<file path="config.mk">
export PLATFORM = sky130hd
export DESIGN_NAME = sc_timing_meas
export DESIGN_NICKNAME = d
export VERILOG_FILES = /design/src/rtl/sc_timing_pkg.sv /design/src/rtl/sc_sync_edge_det.sv /design/src/rtl/sc_timing_meas.sv
export SDC_FILE = /design/constraint.sdc
export NUM_CORES = 1
export LEC_CHECK = 0
export CAP_MARGIN = 30
export CORE_MARGIN = 5
export CORE_UTILIZATION = 59
export DETAILED_ROUTE_END_ITERATION = 10
export HOLD_SLACK_MARGIN = 0.02
export PLACE_DENSITY = 0.93
export SKIP_LAST_GASP = 1
export SYNTH_ARGS = -nofsm -noshare
export SYNTH_HDL_FRONTEND = slang
export SYNTH_HIERARCHICAL = 1
export SYNTH_SLANG_ARGS = --single-unit
</file>
<file path="constraint.sdc">
create_clock -name clk_i -period 4.3 [get_ports clk_i]
set_input_delay 0.86 -clock clk_i [delete_from_list [all_inputs] [get_ports clk_i]]
set_output_delay 0.86 -clock clk_i [all_outputs]
set_load 0.01 [all_outputs]
</file>
<file path="src/rtl/sc_timing_pkg.sv">
// rtl/sc_timing_pkg.sv - shared constants and helpers for the sync timing measurement block
// Holds the status word bit map, counter width limits and the stability counter width.
package sc_timing_pkg;

    // Widest counters the status word can carry.
    localparam int SC_H_CNT_W_MAX = 12;
    localparam int SC_V_CNT_W_MAX = 11;

    // Stability counter width; the counter saturates at all-ones (15).
    localparam int SC_STAB_CNT_W = 4;

    // Status word bit map.
    localparam int SC_ST_H_LSB         = 0;
    localparam int SC_ST_H_MSB         = 11;
    localparam int SC_ST_V_LSB         = 12;
    localparam int SC_ST_V_MSB         = 22;
    localparam int SC_ST_RSVD_BIT      = 23;
    localparam int SC_ST_STAB_LSB      = 24;
    localparam int SC_ST_STAB_MSB      = 27;
    localparam int SC_ST_VLOST_BIT     = 28;
    localparam int SC_ST_HLOST_BIT     = 29;
    localparam int SC_ST_INTERLACE_BIT = 30;
    localparam int SC_ST_STABLE_BIT    = 31;

    // Saturating increment of the stability counter.
    function automatic logic [SC_STAB_CNT_W-1:0] sc_stab_inc(input logic [SC_STAB_CNT_W-1:0] cnt);
        logic [SC_STAB_CNT_W-1:0] one;
        one = {{(SC_STAB_CNT_W-1){1'b0}}, 1'b1};
        return (&cnt) ? cnt : cnt + one;
    endfunction

endpackage

</file>
<file path="src/rtl/sc_sync_edge_det.sv">
// rtl/sc_sync_edge_det.sv - two-flop sync register with leading-edge pulse
// Ports:
//   clk_i  : sample clock
//   rst_i  : asynchronous active-high reset
//   sync_i : active-high sync, synchronous to clk_i
//   edge_o : one-cycle pulse on the 0->1 transition (q & ~qq)
module sc_sync_edge_det (
    input  logic clk_i,
    input  logic rst_i,
    input  logic sync_i,
    output logic edge_o
);

    logic q;
    logic qq;

    always_ff @(posedge clk_i or posedge rst_i) begin
        if (rst_i) begin
            q  <= 1'b0;
            qq <= 1'b0;
        end else begin
            q  <= sync_i;
            qq <= q;
        end
    end

    assign edge_o = q & ~qq;

endmodule

</file>
<file path="src/rtl/sc_timing_meas.sv">
// rtl/sc_timing_meas.sv - video sync timing measurement and status word generation
// Ports:
//   clk_i, rst_i   : sample clock, asynchronous active-high reset
//   hsync_i        : normalized active-high hsync
//   vsync_i        : normalized active-high vsync
//   h_total_o      : clocks per line (0 while not measured)
//   v_total_o      : lines per field (larger field when interlaced)
//   interlace_o    : interlaced source detected
//   hsync_lost_o   : hsync timeout
//   vsync_lost_o   : vsync timeout
//   stable_o       : timing stable for STABLE_FRAMES consecutive fields
//   sc_status_o    : packed status word
module sc_timing_meas
    import sc_timing_pkg::*;
#(
    parameter int H_CNT_W       = 12,
    parameter int V_CNT_W       = 11,
    parameter int H_TOL         = 2,
    parameter int STABLE_FRAMES = 3
) (
    input  logic               clk_i,
    input  logic               rst_i,
    input  logic               hsync_i,
    input  logic               vsync_i,
    output logic [H_CNT_W-1:0] h_total_o,
    output logic [V_CNT_W-1:0] v_total_o,
    output logic               interlace_o,
    output logic               hsync_lost_o,
    output logic               vsync_lost_o,
    output logic               stable_o,
    output logic [31:0]        sc_status_o
);

    localparam logic [H_CNT_W-1:0]       H_MAX    = '1;
    localparam logic [H_CNT_W-1:0]       H_ONE    = {{(H_CNT_W-1){1'b0}}, 1'b1};
    localparam logic [H_CNT_W-1:0]       H_TOL_L  = H_TOL[H_CNT_W-1:0];
    localparam logic [V_CNT_W-1:0]       V_MAX    = '1;
    localparam logic [V_CNT_W-1:0]       V_ONE    = {{(V_CNT_W-1){1'b0}}, 1'b1};
    localparam logic [V_CNT_W:0]         V_ONE_X  = {{V_CNT_W{1'b0}}, 1'b1};
    localparam logic [SC_STAB_CNT_W-1:0] STAB_THR = STABLE_FRAMES[SC_STAB_CNT_W-1:0];

    logic hs_edge;
    logic vs_edge;

    sc_sync_edge_det u_hs_edge (
        .clk_i  (clk_i),
        .rst_i  (rst_i),
        .sync_i (hsync_i),
        .edge_o (hs_edge)
    );

    sc_sync_edge_det u_vs_edge (
        .clk_i  (clk_i),
        .rst_i  (rst_i),
        .sync_i (vsync_i),
        .edge_o (vs_edge)
    );

    logic [H_CNT_W-1:0]       h_cnt;
    logic                     h_valid;
    logic [H_CNT_W-1:0]       h_ref;
    logic [V_CNT_W-1:0]       v_cnt;
    logic                     v_valid;
    logic [V_CNT_W-1:0]       v_prev;
    logic                     prev_valid;
    logic [SC_STAB_CNT_W-1:0] stab_cnt;

    logic h_sat;
    logic v_sat;
    logic h_loss;
    logic v_loss;

    // An arriving edge takes priority over a saturated counter: it ends
    // the timeout rather than extending it.
    assign h_sat  = (h_cnt == H_MAX);
    assign v_sat  = (v_cnt == V_MAX);
    assign h_loss = h_sat & ~hs_edge;
    // Any hsync loss also invalidates the line count.
    assign v_loss = (v_sat & ~vs_edge) | h_loss | hsync_lost_o;

    // Field capture evaluation, used only on a capturing vsync edge.
    logic [V_CNT_W:0]         v_cnt_x;
    logic [V_CNT_W:0]         v_prev_x;
    logic                     cap_int;
    logic [V_CNT_W-1:0]       cap_v;
    logic [H_CNT_W-1:0]       h_diff;
    logic                     cap_match;
    logic [SC_STAB_CNT_W-1:0] stab_next;

    assign v_cnt_x  = {1'b0, v_cnt};
    assign v_prev_x = {1'b0, v_prev};

    always_comb begin
        cap_int   = 1'b0;
        cap_v     = v_cnt;
        h_diff    = '0;
        cap_match = 1'b0;
        stab_next = '0;
        // Extended widths so that all-ones vs zero never reads as a difference of one.
        cap_int   = prev_valid &&
                    ((v_cnt_x == v_prev_x + V_ONE_X) || (v_prev_x == v_cnt_x + V_ONE_X));
        if (cap_int && (v_prev > v_cnt)) begin
            cap_v = v_prev;
        end
        h_diff    = (h_total_o >= h_ref) ? (h_total_o - h_ref) : (h_ref - h_total_o);
        cap_match = prev_valid && (h_diff <= H_TOL_L) &&
                    (cap_v == v_total_o) && (cap_int == interlace_o);
        stab_next = cap_match ? sc_stab_inc(stab_cnt) : '0;
    end

    // Horizontal period measurement.
    always_ff @(posedge clk_i or posedge rst_i) begin
        if (rst_i) begin
            h_cnt        <= '0;
            h_valid      <= 1'b0;
            h_total_o    <= '0;
            hsync_lost_o <= 1'b0;
        end else if (hs_edge) begin
            h_cnt        <= H_ONE;
            // A saturated count is not a real period.
            if (h_valid && !h_sat) begin
                h_total_o <= h_cnt;
            end
            h_valid      <= 1'b1;
            hsync_lost_o <= 1'b0;
        end else if (h_sat) begin
            hsync_lost_o <= 1'b1;
            h_total_o    <= '0;
            h_valid      <= 1'b0;
        end else begin
            h_cnt <= h_cnt + H_ONE;
        end
    end

    // Line counting, interlace detection and stability tracking.
    always_ff @(posedge clk_i or posedge rst_i) begin
        if (rst_i) begin
            v_cnt        <= '0;
            v_valid      <= 1'b0;
            v_prev       <= '0;
            prev_valid   <= 1'b0;
            v_total_o    <= '0;
            interlace_o  <= 1'b0;
            vsync_lost_o <= 1'b0;
            h_ref        <= '0;
            stab_cnt     <= '0;
            stable_o     <= 1'b0;
        end else begin
            // A coincident hsync edge is line 1 of the new field.
            if (vs_edge) begin
                v_cnt <= hs_edge ? V_ONE : '0;
            end else if (hs_edge && !v_sat) begin
                v_cnt <= v_cnt + V_ONE;
            end

            if (v_loss) begin
                vsync_lost_o <= 1'b1;
                v_total_o    <= '0;
                v_valid      <= 1'b0;
                prev_valid   <= 1'b0;
                interlace_o  <= 1'b0;
                stab_cnt     <= '0;
                stable_o     <= 1'b0;
            end else if (vs_edge) begin
                vsync_lost_o <= 1'b0;
                v_valid      <= 1'b1;
                if (v_valid) begin
                    v_total_o   <= cap_v;
                    interlace_o <= cap_int;
                    v_prev      <= v_cnt;
                    prev_valid  <= 1'b1;
                    h_ref       <= h_total_o;
                    stab_cnt    <= stab_next;
                    stable_o    <= (stab_next >= STAB_THR);
                end
            end
        end
    end

    // Status word: zero-extended fields over registered outputs.
    logic [SC_ST_H_MSB-SC_ST_H_LSB:0] h_ext;
    logic [SC_ST_V_MSB-SC_ST_V_LSB:0] v_ext;

    always_comb begin
        h_ext = '0;
        v_ext = '0;
        h_ext[H_CNT_W-1:0] = h_total_o;
        v_ext[V_CNT_W-1:0] = v_total_o;
        sc_status_o                                = '0;
        sc_status_o[SC_ST_H_MSB:SC_ST_H_LSB]       = h_ext;
        sc_status_o[SC_ST_V_MSB:SC_ST_V_LSB]       = v_ext;
        sc_status_o[SC_ST_RSVD_BIT]                = 1'b0;
        sc_status_o[SC_ST_STAB_MSB:SC_ST_STAB_LSB] = stab_cnt;
        sc_status_o[SC_ST_VLOST_BIT]               = vsync_lost_o;
        sc_status_o[SC_ST_HLOST_BIT]               = hsync_lost_o;
        sc_status_o[SC_ST_INTERLACE_BIT]           = interlace_o;
        sc_status_o[SC_ST_STABLE_BIT]              = stable_o;
    end

endmodule

</file>
==> run summary <==
clock power share -> 0.154
Fmax achieved -> 254 MHz
largest net degree at the start of global routing -> 42
R2R Setup Slk -> 0.36 ns
synth cell count leaders -> 84 x dfrtp_1, 71 x nand2_1, 65 x nor2_1, 55 x o21ai_0, 54 x inv_1
Cells after DPL -> 928
First-pass DRT Iterations -> 6
Power Dens Cells -> 508 mW/mm^2
post-route insts no fill -> 944
via count -> 6,117
Synth Flop Type -> dfrtp_1
hpwl dp -> 13,300 um
switching power -> 1.64 mW
max-cap violations -> 0
status -> finished, final reports clean
M1 GR Usage -> 0.385
CP peak stage delay -> 0.57 ns
CTS resizes -> 0
Synth cell types -> 68
Synth async-reset ratio -> 1.00
iteration-0 DRC count of the detailed router -> 629
Fill cells -> 869
crit path cell chain -> ha_1 > nand3_1 > xor2_1 > or4_1 > a211o_1 > or4b_4 > o2111a_1 > a311o_1 > nor4_4 > nand4b_1 > o21ai_1
hold slack final -> 0.392 ns
# nets final -> 843
critical path fanouts, max -> 8
die width -> 115 um
Reg power frac -> 0.271
CTS Hold Bufs -> 0
global-route wire length before repair -> 28,900 um
vias in the first global route -> 5,693
Lkg Pwr -> 3.01 nW
area of the multi-input gates -> 0.00383 mm^2
initial antenna violation count -> 0
clk slew on worst S/H paths -> 0.09 ns
Vias/cell -> 6.48
share of post-route cells with drive strength above 1 -> 0.0659
die height -> 115 um
GR Util All Layers -> 0.276
Die ar. -> 0.0132 mm^2
DRT antenna net count -> 0
met2 Usage GRT -> 0.426
most used routing layer -> met2
core area -> 0.0108 mm^2
synth top area cells -> dfrtp_1 32%, ha_1 7.3%, o21ai_0 4.2%, nand2_1 4.1%, nor2_1 3.8%
final wirelength -> 17,800 um
Clock Path Buffers -> 2
setup TNS -> 0 ns
Net Count, Synth -> 823
Syn Area/Cell -> 8.35 um^2
Fin. Hold Viols -> 0
grt ovf -> 0
CTS sink cnt -> 84
Int Pwr -> 2.04 mW
slowest stage cell, crit path -> or4b_4
routability cong. -> 1.00
CTS tree -> done
Gate Count Post-Synth -> 779
Clock Skews -> 0.0146 ns
DRC Markers -> 0
FF+latch area -> 0.00210 mm^2
max-slew violations -> 0
Sw Ratio -> 0.445
flops & latches, synth -> 84
met3 GRT Util -> 0.0426
register area share after synthesis -> 0.323
combinational share of power -> 0.574
cts bufs inserted -> 9
top cell type's share of synthesized area -> 0.323
Yosys top cell by area -> dfrtp_1
Area Overhead vs Synth -> 11.5%
worst hold path type -> reg2reg
Worst Tran Pin Value -> 0.819 ns
WS Path Type -> reg2reg
unrepaired setup endpoints after global routing -> no
Req. time, crit path -> 4.59 ns
final core utilization -> 0.669
Placement Rows -> 38
CP Launch Type -> register
H-Tree Depth -> 3
root buf cell -> clkbuf_8
crit path time final -> 3.94 ns
family with the most delay on the worst path -> simple AND/OR/NAND/NOR gates
Final period util -> 0.917
Rel. slew slack -> 0.440
Buf+Inv Stages, Crit Path -> 0
setup bufs post-CTS -> 0
Port Buf Inserts -> 61
antenna cells -> 0
VDD IR max -> 0.000349 V
later-pin clock latency in the skew report -> 0.37 ns
endpoints failing setup -> 0
post-synthesis instance area -> 0.00650 mm^2
starting density of the core -> 0.600
Boundary Pins -> 63
Crit path arrival time -> 4.24 ns
crit path capture type -> register
synth warn -> 6
WL per Instance -> 18.9 um
most common cell in the netlist -> dfrtp_1
Post-synth EDFFs -> 0
[layout make-up]
cell class,count,area share
multi-input cells,572,0.528
clock buffers,10,0.0176
clock inverters,6,0.00897
well taps,140,0.0242
flip-flops and latches,84,0.290
inverters,55,0.0286
repair buffers,77,0.102
[worst paths after layout]
check                      cells past startpoint      endpoint        start
min in group asynchronous                      2  u_vs_edge/qq        rst_i
setup reg to reg                              11   stab_cnt[1]    v_prev[1]
hold reg to reg                                0  u_hs_edge/qq  u_hs_edge/q
max in group asynchronous                      4      v_cnt[2]        rst_i
hold / removal                                 0  u_hs_edge/qq  u_hs_edge/q
setup / recovery                              11   stab_cnt[1]    v_prev[1]
[layer usage]
| layer | up-vias | part of all wire |
|---|---|---|
| li1 | 2796 | - |
| met5 | - | 0 |
| met3 | 65 | 0.088 |
| met1 | 2890 | 0.41 |
| met2 | 366 | 0.46 |
| met4 | 0 | 0.037 |
[worst register-to-register path, stage by stage (launching register included)]
cell and delay [ns]:
dfrtp_1 0.51, ha_1 0.33, nand3_1 0.12, xor2_1 0.17
or4_1 0.51, a211o_1 0.25, or4b_4 0.57, o2111a_1 0.17
a311o_1 0.38, nor4_4 0.48, nand4b_1 0.21, o21ai_1 0.18
[sequential cells by signal (all words and copies together) (netlist names), 4 cells and up]
| register | count |
|---|---|
| v_total_o | 11 |
| h_ref | 12 |
| v_prev | 11 |
| v_cnt | 11 |
| h_cnt | 12 |
| stab_cnt | 4 |
| h_total_o | 12 |
[placed cells by master (no fill, tap or decap), drive strengths merged, types with 3 or more instances in the layout]
master	n
dfrtp	84
nand2	71
nor2	65
clkdlybuf4s50	61
o21ai	61
inv	53
ha	38
a21oi	33
xnor2	26
nand3	22
nand4	20
xor2	18
a211oi	16
buf	16
a22o	14
nor3	14
nor2b	13
and3	12
mux2	11
clkbuf	10
or3	9
a31oi	9
nor4	9
and2	8
mux2i	8
o211ai	8
o22ai	7
clkinv	6
nand2b	5
o21a	5
a2111oi	5
a21o	4
nor3b	4
a41oi	4
o2111ai	4
o31ai	3
a211o	3
nor4b	3
o211a	3
[logic make-up after synthesis]
logic type / after synthesis / share of synthesized area
multiplexers: 19 / 0.0314
XOR/XNOR: 44 / 0.0593
buffers and inverters: 123 / 0.0887
AO/OA/AOI/OAI: 200 / 0.208
AND/OR/NAND/NOR: 268 / 0.210
flip-flops: 84 / 0.323
other: 1 / 0.000577
adder cells (fa/ha/maj): 40 / 0.0793
[power by group through the flow]
stage | clock, mW | sequential (mW) | combinational, mW
6_report | 0.568 | 0.998 | 2.11
5_1_grt | 0.596 | 1.02 | 2.27
4_1_cts | 0.570 | 0.996 | 2.04
3_5_place_dp | 0 | 1.01 | 2.02
3_3_place_gp | 0 | 1.01 | 1.97
2_1_floorplan | 0 | 0.989 | 1.48
[per-stage QoR]
| stage | total power [mW] | setup slack [ns] | cell area (um^2) |
|---|---|---|---|
| after floorplan | 2.47 | 0.879 | 6500 |
| after global placement | 2.97 | 0.539 | 7040 |
| after detailed placement | 3.03 | 0.390 | 7060 |
| after CTS | 3.61 | 0.354 | 7250 |
| after global routing | 3.88 | 0.0508 | 7250 |
| final | 3.68 | 0.357 | 7250 |
(Power assumes the default switching activity.)
